[src/rtl/pmux_pkg.sv]
// Shared definitions for the pipelined mux tree.
//   clog2     : ceiling log2, used to derive the tree depth / select width
//   MODE_EXT  : select comes from the S port
//   MODE_SCAN : select comes from the internal round-robin counter
package pmux_pkg;

    localparam logic MODE_EXT  = 1'b0;
    localparam logic MODE_SCAN = 1'b1;

    function automatic int clog2(input int n);
        int r;
        r = 0;
        for (int v = n - 1; v > 0; v = v >> 1)
            r++;
        return r;
    endfunction

endpackage

[src/rtl/mux2_stage.sv]
// One registered level of the mux tree: WORDS words in, WORDS/2 words out.
// Output word j = sin[SEL_BIT] ? din word 2j+1 : din word 2j.
// The valid bit always advances on CE; the data and select registers only
// load when the incoming sample is valid, so the last valid result is held
// across bubbles.
// Ports:
//   CLK, ASYNCRESETN, CE : clock, async active-low reset, clock enable
//   din  / vin / sin     : incoming words, valid, full select value
//   dout / vout / sout   : registered words, valid, select value
module mux2_stage #(
    parameter int WORDS   = 4,
    parameter int WIDTH   = 1,
    parameter int SELW    = 2,
    parameter int SEL_BIT = 0
) (
    input  logic                         CLK,
    input  logic                         ASYNCRESETN,
    input  logic                         CE,
    input  logic [WORDS*WIDTH-1:0]       din,
    input  logic                         vin,
    input  logic [SELW-1:0]              sin,
    output logic [(WORDS/2)*WIDTH-1:0]   dout,
    output logic                         vout,
    output logic [SELW-1:0]              sout
);

    logic [(WORDS/2)*WIDTH-1:0] mux;

    always_comb begin
        mux = '0;
        for (int j = 0; j < WORDS / 2; j++)
            mux[j*WIDTH +: WIDTH] = sin[SEL_BIT] ? din[(2*j+1)*WIDTH +: WIDTH]
                                                 : din[(2*j)*WIDTH +: WIDTH];
    end

    always_ff @(posedge CLK or negedge ASYNCRESETN) begin
        if (!ASYNCRESETN) begin
            dout <= '0;
            vout <= 1'b0;
            sout <= '0;
        end else if (CE) begin
            vout <= vin;
            if (vin) begin
                dout <= mux;
                sout <= sin;
            end
        end
    end

endmodule

[src/rtl/pipelined_mux_tree.sv]
// N:1 mux of WIDTH-bit words, built as L = clog2(N) registered 2:1 levels.
// Stage k resolves select bit k (LSB first). Latency is L cycles from the
// sample being presented to O/SEL_O/VALID_O.
// Ports:
//   CLK, ASYNCRESETN, CE : clock, async active-low reset, whole-block enable
//   MODE                 : 0 = select from S, 1 = internal scan counter
//   I                    : N words, word k at I[k*WIDTH +: WIDTH]
//   S                    : external select
//   VALID_IN             : I/S sample valid this cycle
//   O, SEL_O, VALID_O    : selected word, select that produced it, valid pulse
module pipelined_mux_tree
    import pmux_pkg::*;
#(
    parameter  int N     = 4,
    parameter  int WIDTH = 1,
    localparam int L     = clog2(N)
) (
    input  logic                 CLK,
    input  logic                 ASYNCRESETN,
    input  logic                 CE,
    input  logic                 MODE,
    input  logic [N*WIDTH-1:0]   I,
    input  logic [L-1:0]         S,
    input  logic                 VALID_IN,
    output logic [WIDTH-1:0]     O,
    output logic [L-1:0]         SEL_O,
    output logic                 VALID_O
);

    logic [L-1:0] cnt;
    logic [L-1:0] sel;

    // All tree levels packed back to back: level 0 is I (N words), level k
    // starts at word 2N - 2N/2^k; the final single word sits at 2N-2.
    logic [(2*N-1)*WIDTH-1:0] tree;
    logic [L:0]               vld_pipe;
    logic [L:0][L-1:0]        sel_pipe;

    assign sel = (MODE == MODE_SCAN) ? cnt : S;

    // Counter value is consumed by the current sample, then advances.
    // N is a power of two, so natural L-bit overflow gives the wrap.
    always_ff @(posedge CLK or negedge ASYNCRESETN) begin
        if (!ASYNCRESETN)
            cnt <= '0;
        else if (CE) begin
            if (MODE == MODE_EXT)
                cnt <= '0;
            else if (VALID_IN)
                cnt <= cnt + 1'b1;
        end
    end

    assign tree[N*WIDTH-1:0] = I;
    assign vld_pipe[0]       = VALID_IN;
    assign sel_pipe[0]       = sel;

    for (genvar k = 0; k < L; k++) begin : g_lvl
        localparam int WORDS = N >> k;
        localparam int IOFF  = 2*N - ((2*N) >> k);
        localparam int OOFF  = 2*N - ((2*N) >> (k+1));

        mux2_stage #(
            .WORDS   (WORDS),
            .WIDTH   (WIDTH),
            .SELW    (L),
            .SEL_BIT (k)
        ) u_stage (
            .CLK         (CLK),
            .ASYNCRESETN (ASYNCRESETN),
            .CE          (CE),
            .din         (tree[IOFF*WIDTH +: WORDS*WIDTH]),
            .vin         (vld_pipe[k]),
            .sin         (sel_pipe[k]),
            .dout        (tree[OOFF*WIDTH +: (WORDS/2)*WIDTH]),
            .vout        (vld_pipe[k+1]),
            .sout        (sel_pipe[k+1])
        );
    end

    assign O       = tree[(2*N-2)*WIDTH +: WIDTH];
    assign SEL_O   = sel_pipe[L];
    assign VALID_O = vld_pipe[L];

endmodule

[config.mk]
export PLATFORM = sky130hd
export DESIGN_NAME = pipelined_mux_tree
export DESIGN_NICKNAME = d
export VERILOG_FILES = /design/src/rtl/pmux_pkg.sv /design/src/rtl/mux2_stage.sv /design/src/rtl/pipelined_mux_tree.sv
export SDC_FILE = /design/constraint.sdc
export NUM_CORES = 1
export LEC_CHECK = 0
export BUFFER_PORTS_ARGS = -buffer_cell sky130_fd_sc_hd__buf_2
export CAP_MARGIN = 20
export CORE_UTILIZATION = 30
export CTS_BUF_LIST = sky130_fd_sc_hd__clkbuf_16
export CTS_CLUSTER_DIAMETER = 150
export DETAILED_ROUTE_END_ITERATION = 12
export SETUP_SLACK_MARGIN = 0.5
export SYNTH_ARGS = -nofsm -noshare
export SYNTH_HDL_FRONTEND = slang
export SYNTH_SLANG_ARGS = --single-unit
[constraint.sdc]
create_clock -name CLK -period 2.79 [get_ports CLK]
set_input_delay 0.558 -clock CLK [delete_from_list [all_inputs] [get_ports CLK]]
set_output_delay 0.558 -clock CLK [all_outputs]
set_load 0.01 [all_outputs]
Word level (Yosys, flattened, before mapping)
Index checks and enable logic that the tools add are counted.
{"block": "classes", "n_reduce_logical": 3, "muxes": 6, "n_eq_ne": 1, "add_sub_neg": 1}
{"operator": "2-bit 2-to-1 mux", "count": 3}
{"operator": "2-bit AND reduction", "count": 3}
{"operator": "1-bit 2-to-1 mux", "count": 3}
{"operator": "2-bit by 1-bit adder with 2-bit output, second input constant", "count": 1}
{"operator": "2-bit by 1-bit != test with 1-bit output, second input constant", "count": 1}
{"block": "word_totals", "elab_cells": 18, "regBits": 11, "out_inout_bits": 4, "in_bits": 11}

Depth between registers and ports, before layout
{"block": "depth", "word_depth": 3, "mapped_depth": 3, "mapped_depth_nobuf": 3}

Hierarchy
Synthesis repeated with hierarchy kept, for this count alone.
{"block": "hier_totals", "hier_cells": 43, "hier_area_um2": 501.7}
{"mod": "mux2_stage at g_lvl[0].u_stage", "instances": 1, "seq_area_each_um2": 125.1, "cells_per_inst": 16, "area_each_um2": 205.2}
{"mod": "mux2_stage at g_lvl[1].u_stage", "instances": 1, "seq_area_each_um2": 100.1, "cells_per_inst": 12, "area_each_um2": 166.4}
{"mod": "pipelined_mux_tree", "instances": 1, "seq_area_each_um2": 50.0, "cells_per_inst": 15, "area_each_um2": 130.1}

Least setup slack after synthesis
OpenSTA, ideal clock, no wires.
{"block": "synth_path", "path_kind": "input to register", "from": "input port CE", "to": "register cnt[1]", "n_path_buf": 0, "cell_stages": 3, "setup_ps": 121, "arrival_time_ps": 1094, "required_ps": 2669, "path_slack_ps": 1575, "cell_sequence": "nor2b_1 mux2_1 a22o_1"}
{"block": "synth_via", "elab_chain_cells": 1}
{"item": "start: declaration", "line_no": "pipelined_mux_tree.sv:20", "source": "input logic CE,"}
{"item": "2-bit AND reduction (no line)"}
{"item": "end signal: assignment", "line_no": "pipelined_mux_tree.sv:50", "source": "cnt <= cnt + 1'b1;"}
{"item": "end: declaration", "line_no": "pipelined_mux_tree.sv:30", "source": "logic [L-1:0] cnt;"}
Every way passes these cells.
A chain may end at the register's enable or synchronous reset.

Worst setup path after layout
{"block": "layout_path", "from": "register g_lvl[1].u_stage.sout[0]", "to": "output port SEL_O[0]"}
{"item": "start: declaration", "line_no": "mux2_stage.sv:24", "source": "output logic [SELW-1:0] sout"}
{"item": "start signal: assignment", "line_no": "mux2_stage.sv:45", "source": "sout <= sin;"}
{"item": "end: declaration", "line_no": "pipelined_mux_tree.sv:26", "source": "output logic [L-1:0] SEL_O,"}
No word-level cell between the ends.

==> implementation parameters <==
Parameter                              Value

STA
  Slew HR ... 81.10%
  Final critical path time including I/O delays and setup ... 1.318 ns
  Setup Skew ... 0.004368 ns
  Final hold violation count ... 0
  Maximum clock rate ... 759.0 MHz
  Final hold slack ... 0.1807 ns
  Transition at the pin with the smallest max-transition slack ... 0.2828 ns
  Setup repair after global routing missed its margin ... no
  Final Max Slew Viols ... 0
  Final count of negative-setup-slack endpoints ... 0
  Final clock period utilization by the worst path ... 47.23%
  Setup TNS after final layout ... 0 ns

Logic synthesis
  Number of distinct standard cells referenced by the synthesized netlist ... 12
  Register bit count reported by yosys ... 11
  Cell count after synthesis ... 41
  Synthesized Nets ... 52
  Part of the Yosys area used for sequential elements ... 58.05%
  Post-synthesis area per instance ... 11.57 um^2
  Cell area after synthesis ... 474.2 um^2
  Yosys warning total ... 0

Run
  Number of maximum-capacitance violations ... 0

Clocking
  Max H-tree Level ... 1
  Setup fix buffers added after clock tree synthesis ... 0
  Clk_lat worst skew ... 0.24 ns
  Max Root-Sink Buffers ... 2
  CTS root buffer ... sky130_fd_sc_hd__clkbuf_16
  TritonCTS clock tree ... built
  Number of cells upsized or downsized after cts ... 0
  Clk sink count ... 11
  Clock slew at the register clock pins of the worst setup and hold paths ... 0.04 ns
  Hold buffers post-CTS ... 0
  TritonCTS buffer count ... 3

Run status
  Status ... complete, no violations

Global route
  Maximum number of pins on one net before global-route repair ... 12
  First-pass GRT wire length ... 1276 um
  Total grt overflow ... 0
  Antenna violations before repair ... 0
  Vias in the first global route ... 282
  Overall track demand over capacity in global routing ... 10.25%

Drt
  Routed Antenna Nets ... 0
  DRT iter0 DRCs ... 2
  Wire length per cell ... 10.92 um
  Routed wire length ... 808 um
  DRT Pass-1 Iters ... 4
  Vias per inst ... 4.541
  Via Count ... 336
  Drt drc ... 0

Floorplan
  Floorplan row count ... 13
  Number of top-level design ports ... 15
  Core ar. ... 1383 um^2
  Die Footprint ... 1743 um^2
  Initial Utilization ... 34.30%
  Horizontal die dimension ... 41.76 um
  Die Ht ... 41.76 um

Finish
  Fraction of the core area covered by cells at the end of the flow ... 46.52%
  Post-synthesis to final-layout area growth ... 35.62%
  Layout cells sized above 1 ... 37.29%
  Final net count ... 71
  Antenna diode instance count ... 0

Setup path
  Cell type of the slowest stage on the worst timing path ... sky130_fd_sc_hd__dfrtp_1
  Critical path capture point type ... output port
  Count of buffer and inverter cells on the critical path ... 1
  Critical path class ... reg -> out
  Maximum fanout along the worst path ... 2
  Arrival time at the worst endpoint ... 0.76 ns
  Startpoint kind of the worst setup timing path ... flip-flop
  Cell family contributing the most delay on the critical path ... flip-flops
  Cell breakdown of the critical path ... buf_2
  Data required time of the critical path ... 2.23 ns
  CP max stage delay ... 0.38 ns

Power and ir drop
  Power density cells ... 858.1 nW/um^2
  Leakage power summed over all cells ... 0.3348 nW
  Worst vdd ir ... 0.2307 mV

Placed design
  Count of input and output buffers ... 14
  HPWL reported at the end of detailed placement ... 589.4 um
  Routability congestion estimate from global placement ... 0.6578

Hold path
  Class of the tightest hold or removal check ... in -> async
## sequential cells by signal (all words and copies together) (netlist names)
signal              count
g_lvl.u_stage.dout      3
g_lvl.u_stage.sout      4
cnt                     2
g_lvl.u_stage.vout      2
## cell type report
class	instances	area, um^2
Timing Repair Buffer	14	70.07
Inverter	3	11.26
Sequential cell	11	275.3
Multi-Input combinational cell	27	187.7
Tap cell	15	18.77
Fill cell	133	739.5
Clock buffer	3	75.07
Clock inverter	1	5.005
## stage by stage
stage	power [mW]	cells	setup WS (ns)	area, um^2
5_1_grt	0.5812	74	1.439	643.1
3_5_place_dp	0.2938	70	1.351	563.0
4_1_cts	0.5594	74	1.458	643.1
2_1_floorplan	0.2588	41	1.575	474.2
6_report	0.5518	74	1.472	643.1
3_3_place_gp	0.2926	70	1.374	563.0
## cells in the final DEF, fill, tap and decap left out, drive strengths merged
master / count
dfrtp: 11
mux2: 3
nor2b: 1
buf: 14
o21ai: 7
a22o: 2
mux2i: 6
nand2: 8
inv: 3
clkinv: 1
clkbuf: 3
## power by group
part	switching (mW)	internal, mW
Combinational	0.0378	0.0431
Clock	0.0714	0.190
Sequential	0.0194	0.190
Total	0.129	0.423
## cell families after synthesis
family | synth area share (%)
mux | 20.58
flops | 58.05
compound gates | 11.35
buf+inv | 2.375
simple gates | 7.653
## cells in the mapped netlist
| master | count | area share [%] |
|---|---|---|
| sky130_fd_sc_hd__a22o_2 | 1 | 2.1 |
| sky130_fd_sc_hd__mux2i_2 | 1 | 2.9 |
| sky130_fd_sc_hd__mux2_2 | 2 | 4.7 |
| sky130_fd_sc_hd__a22o_1 | 1 | 1.8 |
| sky130_fd_sc_hd__dfrtp_1 | 11 | 58 |
| sky130_fd_sc_hd__nand2_1 | 8 | 6.3 |
| sky130_fd_sc_hd__mux2i_1 | 5 | 11 |
| sky130_fd_sc_hd__o21ai_0 | 5 | 5.3 |
| sky130_fd_sc_hd__o21ai_1 | 2 | 2.1 |
| sky130_fd_sc_hd__nor2b_1 | 1 | 1.3 |
| sky130_fd_sc_hd__inv_1 | 3 | 2.4 |
| sky130_fd_sc_hd__mux2_1 | 1 | 2.4 |
## layer usage
layer / up-vias / track usage (%) / routed length [um]
li1: 178 / - / -
met1: 146 / 14.17 / 430
met2: 12 / 12.50 / 351
met3: 0 / 2.609 / 26
met4: 0 / 9.677 / 0
met5: - / 0 / 0
## final timing paths
path / from / endpoint / slack [ns] / cells past startpoint
setup / recovery: g_lvl[1].u_stage.sout[0] / SEL_O[0] / 1.47 / 1
hold / removal: ASYNCRESETN / g_lvl[1].u_stage.sout[1] / 0.18 / 1
setup reg to reg: cnt[0] / cnt[1] / 1.67 / 3
hold reg to reg: g_lvl[1].u_stage.dout / g_lvl[1].u_stage.dout / 0.47 / 2
max in group asynchronous: ASYNCRESETN / g_lvl[0].u_stage.dout[1] / 2.40 / 1
min in group CLK: g_lvl[1].u_stage.dout / g_lvl[1].u_stage.dout / 0.47 / 2
(Power assumes the default switching activity.)
